<file path="src/rtl/mips_pkg.sv">
// rtl/mips_pkg.sv - shared instruction types, IF/ID record and fetch FSM states
package mips_pkg;

  typedef logic [31:0] Instruct;

  localparam Instruct NOP_INSTR = 32'h0000_0000;

  typedef enum logic {
    FETCH_RUN    = 1'b0,
    FETCH_HALTED = 1'b1
  } fetch_state_t;

  typedef struct packed {
    Instruct     instr;
    logic [31:0] pc;
    logic        valid;
  } ifid_t;

  // A bubble carries no PC; pc_out reads zero whenever valid_out is low.
  localparam ifid_t IFID_BUBBLE = '{instr: NOP_INSTR, pc: 32'h0000_0000, valid: 1'b0};

  function automatic logic [31:0] sat_inc32(input logic [31:0] v);
    return (v == 32'hFFFF_FFFF) ? v : v + 32'd1;
  endfunction

endpackage

</file>
<file path="src/rtl/fetch_pc_reg.sv">
// rtl/fetch_pc_reg.sv - program counter register with priority next-PC mux
module fetch_pc_reg #(
  parameter logic [31:0] RESET_PC = 32'h0000_0000,
  parameter int unsigned PC_STEP  = 4
) (
  input  logic        clk,
  input  logic        reset,
  input  logic        sel_branch,
  input  logic [31:0] branch_target,
  input  logic        sel_jump,
  input  logic [31:0] jump_target,
  input  logic        hold,
  output logic [31:0] pc
);

  localparam logic [31:0] STEP = 32'(PC_STEP);

  logic [31:0] pc_next;

  // Branch beats jump beats hold; selects arrive already gated by the FSM.
  always_comb begin
    pc_next = pc + STEP;
    if (sel_branch) begin
      pc_next = branch_target;
    end else if (sel_jump) begin
      pc_next = jump_target;
    end else if (hold) begin
      pc_next = pc;
    end
  end

  always_ff @(posedge clk) begin
    if (reset) begin
      pc <= RESET_PC;
    end else begin
      pc <= pc_next;
    end
  end

endmodule

</file>
<file path="src/rtl/fetch_stage.sv">
// rtl/fetch_stage.sv - instruction fetch stage with IF/ID register and halt FSM; FETCH_PERF_CNT_EN adds counters
module fetch_stage
  import mips_pkg::*;
#(
  parameter logic [31:0] RESET_PC = 32'h0000_0000,
  parameter int unsigned PC_STEP  = 4
) (
  input  logic        clk,
  input  logic        reset,
  input  logic        stall,
  input  logic        branchTaken,
  input  logic [31:0] branchTarget,
  input  logic        jump,
  input  logic [31:0] jumpTarget,
  input  logic        haltSignal,
  output logic [31:0] imem_addr,
  input  logic [31:0] imem_rdata,
  output Instruct     instr_out,
  output logic [31:0] pc_out,
  output logic        valid_out,
`ifdef FETCH_PERF_CNT_EN
  output logic [31:0] fetch_cnt,
  output logic [31:0] bubble_cnt,
`endif
  output logic        halted
);

  fetch_state_t state, state_next;
  ifid_t        ifid, ifid_next;
  logic [31:0]  pc;

  logic in_run;
  logic do_branch;
  logic do_jump;
  logic do_halt;
  logic do_stall;
  logic do_fetch;

  // One-hot decode of this cycle's action in priority order.
  always_comb begin
    in_run    = (state == FETCH_RUN);
    do_branch = in_run & branchTaken;
    do_jump   = in_run & ~branchTaken & jump;
    do_halt   = in_run & ~branchTaken & ~jump & haltSignal;
    do_stall  = in_run & ~branchTaken & ~jump & ~haltSignal & stall;
    do_fetch  = in_run & ~branchTaken & ~jump & ~haltSignal & ~stall;
  end

  fetch_pc_reg #(
    .RESET_PC (RESET_PC),
    .PC_STEP  (PC_STEP)
  ) u_pc_reg (
    .clk           (clk),
    .reset         (reset),
    .sel_branch    (do_branch),
    .branch_target (branchTarget),
    .sel_jump      (do_jump),
    .jump_target   (jumpTarget),
    .hold          (~in_run | do_halt | do_stall),
    .pc            (pc)
  );

  always_comb begin
    state_next = state;
    ifid_next  = ifid;
    case (state)
      FETCH_RUN: begin
        if (do_branch || do_jump) begin
          ifid_next = IFID_BUBBLE;
        end else if (do_halt) begin
          state_next = FETCH_HALTED;
          ifid_next  = IFID_BUBBLE;
        end else if (do_fetch) begin
          ifid_next = '{instr: imem_rdata, pc: pc, valid: 1'b1};
        end
      end
      FETCH_HALTED: begin
        ifid_next = IFID_BUBBLE;
      end
      default: begin
        state_next = FETCH_RUN;
        ifid_next  = IFID_BUBBLE;
      end
    endcase
  end

  always_ff @(posedge clk) begin
    if (reset) begin
      state <= FETCH_RUN;
      ifid  <= IFID_BUBBLE;
    end else begin
      state <= state_next;
      ifid  <= ifid_next;
    end
  end

`ifdef FETCH_PERF_CNT_EN
  always_ff @(posedge clk) begin
    if (reset) begin
      fetch_cnt  <= 32'h0;
      bubble_cnt <= 32'h0;
    end else begin
      if (do_fetch) begin
        fetch_cnt <= sat_inc32(fetch_cnt);
      end
      if (do_branch || do_jump || do_stall) begin
        bubble_cnt <= sat_inc32(bubble_cnt);
      end
    end
  end
`endif

  assign imem_addr = pc;
  assign instr_out = ifid.instr;
  assign pc_out    = ifid.pc;
  assign valid_out = ifid.valid;
  assign halted    = (state == FETCH_HALTED);

endmodule

</file>
<file path="config.mk">
export PLATFORM = sky130hd
export DESIGN_NAME = fetch_stage
export DESIGN_NICKNAME = d
export VERILOG_FILES = /design/src/rtl/mips_pkg.sv /design/src/rtl/fetch_pc_reg.sv /design/src/rtl/fetch_stage.sv
export SDC_FILE = /design/constraint.sdc
export NUM_CORES = 1
export LEC_CHECK = 0
export BUFFER_PORTS_ARGS = -buffer_cell sky130_fd_sc_hd__clkbuf_2
export CAP_MARGIN = 15
export CORE_AREA = 2 2 148 121
export CTS_CLUSTER_DIAMETER = 100
export DETAILED_ROUTE_END_ITERATION = 10
export DIE_AREA = 0 0 150 123
export PLACE_DENSITY = 0.55
export SETUP_SLACK_MARGIN = 0.05
export SLEW_MARGIN = 10
export SYNTH_ARGS = -nofsm -noshare
export SYNTH_HDL_FRONTEND = slang
export SYNTH_HIERARCHICAL = 1
export SYNTH_SLANG_ARGS = --single-unit
export TNS_END_PERCENT = 5
</file>
<file path="constraint.sdc">
create_clock -name clk -period 6.8 [get_ports clk]
set_clock_uncertainty 0.2 [all_clocks]
set_input_delay 0.68 -clock clk [delete_from_list [all_inputs] [get_ports clk]]
set_output_delay 0.68 -clock clk [all_outputs]
set_load 0.05 [all_outputs]
</file>
==> results.sh <==
export IMPL_cp_start_kind="input pin"
export IMPL_grt_max_degree=66
export IMPL_cp_required_ns=6.82
export IMPL_hold_path_class="flop to flop"
export IMPL_power_density_nw_per_um2=224
export IMPL_synth_area_leaders="dfxtp_1 (39%), mux2i_1 (14%), nor3_2 (10%)"
export IMPL_cts_buffers=9
export IMPL_h_tree_depth=3
export IMPL_syn2layout_area_growth_pct=28.1
export IMPL_die_x_um=150
export IMPL_hold_viol=0
export IMPL_status="finished, final reports clean"
export IMPL_root_buffer="clkbuf_16"
export IMPL_drt_total_wl_mm=16.1
export IMPL_diodes=0
export IMPL_end_kind="flop"
export IMPL_vias=4588
export IMPL_ant_nets=0
export IMPL_setup_viol=0
export IMPL_cts_buffer_depth=2
export IMPL_netlist_area_sq_um=4990
export IMPL_ys_seq_area_share_pct=39.3
export IMPL_core_area_sq_um=17000
export IMPL_via_per_inst=4.94
export IMPL_cts_tree="done"
export IMPL_post_cts_setup_buffer_count=0
export IMPL_dp_hpwl_mm=11.5
export IMPL_arrival_ns=3.55
export IMPL_initial_utilization_pct=29.3
export IMPL_rsz0062_at_grt="no"
export IMPL_worst_pin_slew_ns=1.04
export IMPL_clock_latency_ns=0.36
export IMPL_die_area_sq_um=18500
export IMPL_period_minus_slack_ns=3.53
export IMPL_dp_slack_ns=2.90
export IMPL_nets=801
export IMPL_maxCapViolations=0
export IMPL_setup_slack_ns=3.27
export IMPL_post_cts_resized=0
export IMPL_placement_rows=43
export IMPL_yosysUniqueCellTypes=53
export IMPL_port_buffers=199
export IMPL_finalCritPeriodShare_pct=51.9
export IMPL_place_gp_congestion=0.805
export IMPL_drcViolationCount=0
export IMPL_async_flop_share_pct=0
export IMPL_slew_viol_final=0
export IMPL_synth_edff_count=0
export IMPL_slew_headroom_pct=31.0
export IMPL_critPathMaxFanout=33
export IMPL_antenna_found_initial=0
export IMPL_first_iter_violations=264
export IMPL_ios=200
export IMPL_synth_area_leader_cell="dfxtp_1"
export IMPL_die_h_um=123
export IMPL_synthFlopType="dfxtp_1"
export IMPL_drt_wirelength_per_cell_um=17.3
export IMPL_synthCells=527
export IMPL_fmax_ghz=0.283
export IMPL_clkTransAtPathRegs_ns=0.07
export IMPL_leakagePower_nw=2.75
export IMPL_syn_mean_instance_area_sq_um=9.46
export IMPL_cts_sinks=98
export IMPL_first_pass_iters=4
export IMPL_cts_hold_buffers=0
export IMPL_peakVddDrop_mv=0.101
export IMPL_total_power_mw=1.43
export IMPL_critical_path_class="input pin to flop"
export IMPL_synth_top_cell_area_share_pct=39.3
export IMPL_gr_total_overflow=0
export IMPL_ys_ff_latch=98
export IMPL_gr_usage_all_layers_pct=17.6
export IMPL_ys_warnings_count=6
export IMPL_grt_pass1_vias=4185
export IMPL_layout_drive_gt1_share_pct=39.8
export IMPL_setup_tns_ns=0
export IMPL_grt_pass1_wl_mm=24.6
export IMPL_syn_num_nets=630
critical path, cell delays in order:
cell and delay [ns]:
buf_4 0.46, nor2_1 0.10, o31ai_2 0.82, clkinv_1 0.57
and4_1 0.34, xor2_1 0.13, a222oi_1 0.33, nor2_1 0.06
cell families after synthesis:
| kind of cell | share of synthesized area, % |
|---|---|
| AND/OR/NAND/NOR | 24.9 |
| flip-flops | 39.3 |
| AO/OA/AOI/OAI | 12.8 |
| multiplexers | 14.0 |
| buffers and inverters | 5.69 |
| XOR/XNOR | 2.99 |
| adder cells (fa/ha/maj) | 0.251 |
layout by cell type (no fill, tap or decap), types with 5 or more instances in the layout:
cell / count
a21oi_1: 25
xnor2_1: 8
clkbuf_2: 197
and4_1: 11
nand2_1: 36
mux2i_1: 70
clkbuf_16: 9
xor2_1: 9
nor3_2: 50
nor3_1: 18
a211oi_1: 12
inv_1: 13
nand4_1: 10
o21ai_0: 19
dfxtp_1: 98
nor2_1: 24
a22oi_1: 8
nor4_1: 6
nand3_1: 9
nor2b_1: 5
buf_4: 7
state kept, by name, summed over array words and instances, names as in the netlist:
register,cells
halted,1
instr_out,32
pc_out,32
u_pc_reg/pc,32
valid_out,1
final cells by class:
cell class,instances,area [sq um]
repair buffers,204,1040
well taps,225,282
fillers,1802,10600
inverters,14,52.6
multi-input cells,371,2760
clock inverters,6,67.6
clock buffers,10,229
flip-flops and latches,98,1960
routing by layer:
metal / global-route usage, % / vias to the layer above / routed length [um]
met4: 4.01 / 0 / 168
li1: - / 2277 / -
met1: 26.4 / 2114 / 7900
met3: 5.24 / 13 / 1340
met2: 24.6 / 184 / 6680
met5: 0 / - / 0
final timing paths:
check	depth (start not counted)	slack (ns)	start	endpoint
worst max-delay path	8	3.27	stall	u_pc_reg/pc[11]
worst max register to register	6	3.71	halted	u_pc_reg/pc[25]
worst min register to register	2	0.30	valid_out	valid_out
worst min-delay path	2	0.30	valid_out	valid_out
per-stage QoR:
step	hold slack, ns	cell area, sq um	util, %	std cells
after detailed placement	0.290	6090	35.8	912
after global placement	0.291	6090	35.8	912
after floorplan	0.513	4990	-	527
after CTS	0.308	6390	37.6	928
final	0.302	6390	37.6	928
after global routing	0.346	6390	37.6	928
synthesized netlist by cell type, drive strengths merged, types with 2 or more instances:
| library cell | instances |
|---|---|
| and4 | 11 |
| o21ai | 19 |
| dfxtp | 98 |
| a211oi | 12 |
| and3 | 4 |
| nor2 | 24 |
| o31a | 3 |
| xnor2 | 8 |
| a22oi | 8 |
| clkbuf | 20 |
| buf | 24 |
| nand3 | 9 |
| a221o | 4 |
| a21oi | 25 |
| a31oi | 4 |
| o31ai | 2 |
| o211ai | 4 |
| nand2 | 36 |
| o22ai | 4 |
| mux2i | 70 |
| inv | 13 |
| or4 | 2 |
| nand4 | 11 |
| nor2b | 6 |
| nand2b | 2 |
| o21a | 2 |
| xor2 | 9 |
| nor3 | 68 |
| nor4 | 8 |
power breakdown:
part | switching, mW | internal (mW) | leakage, nW
logic | 0.182 | 0.0896 | 1.81
registers | 0.0375 | 0.594 | 0.797
clock network | 0.241 | 0.286 | 0.139
(Power assumes the default switching activity.)
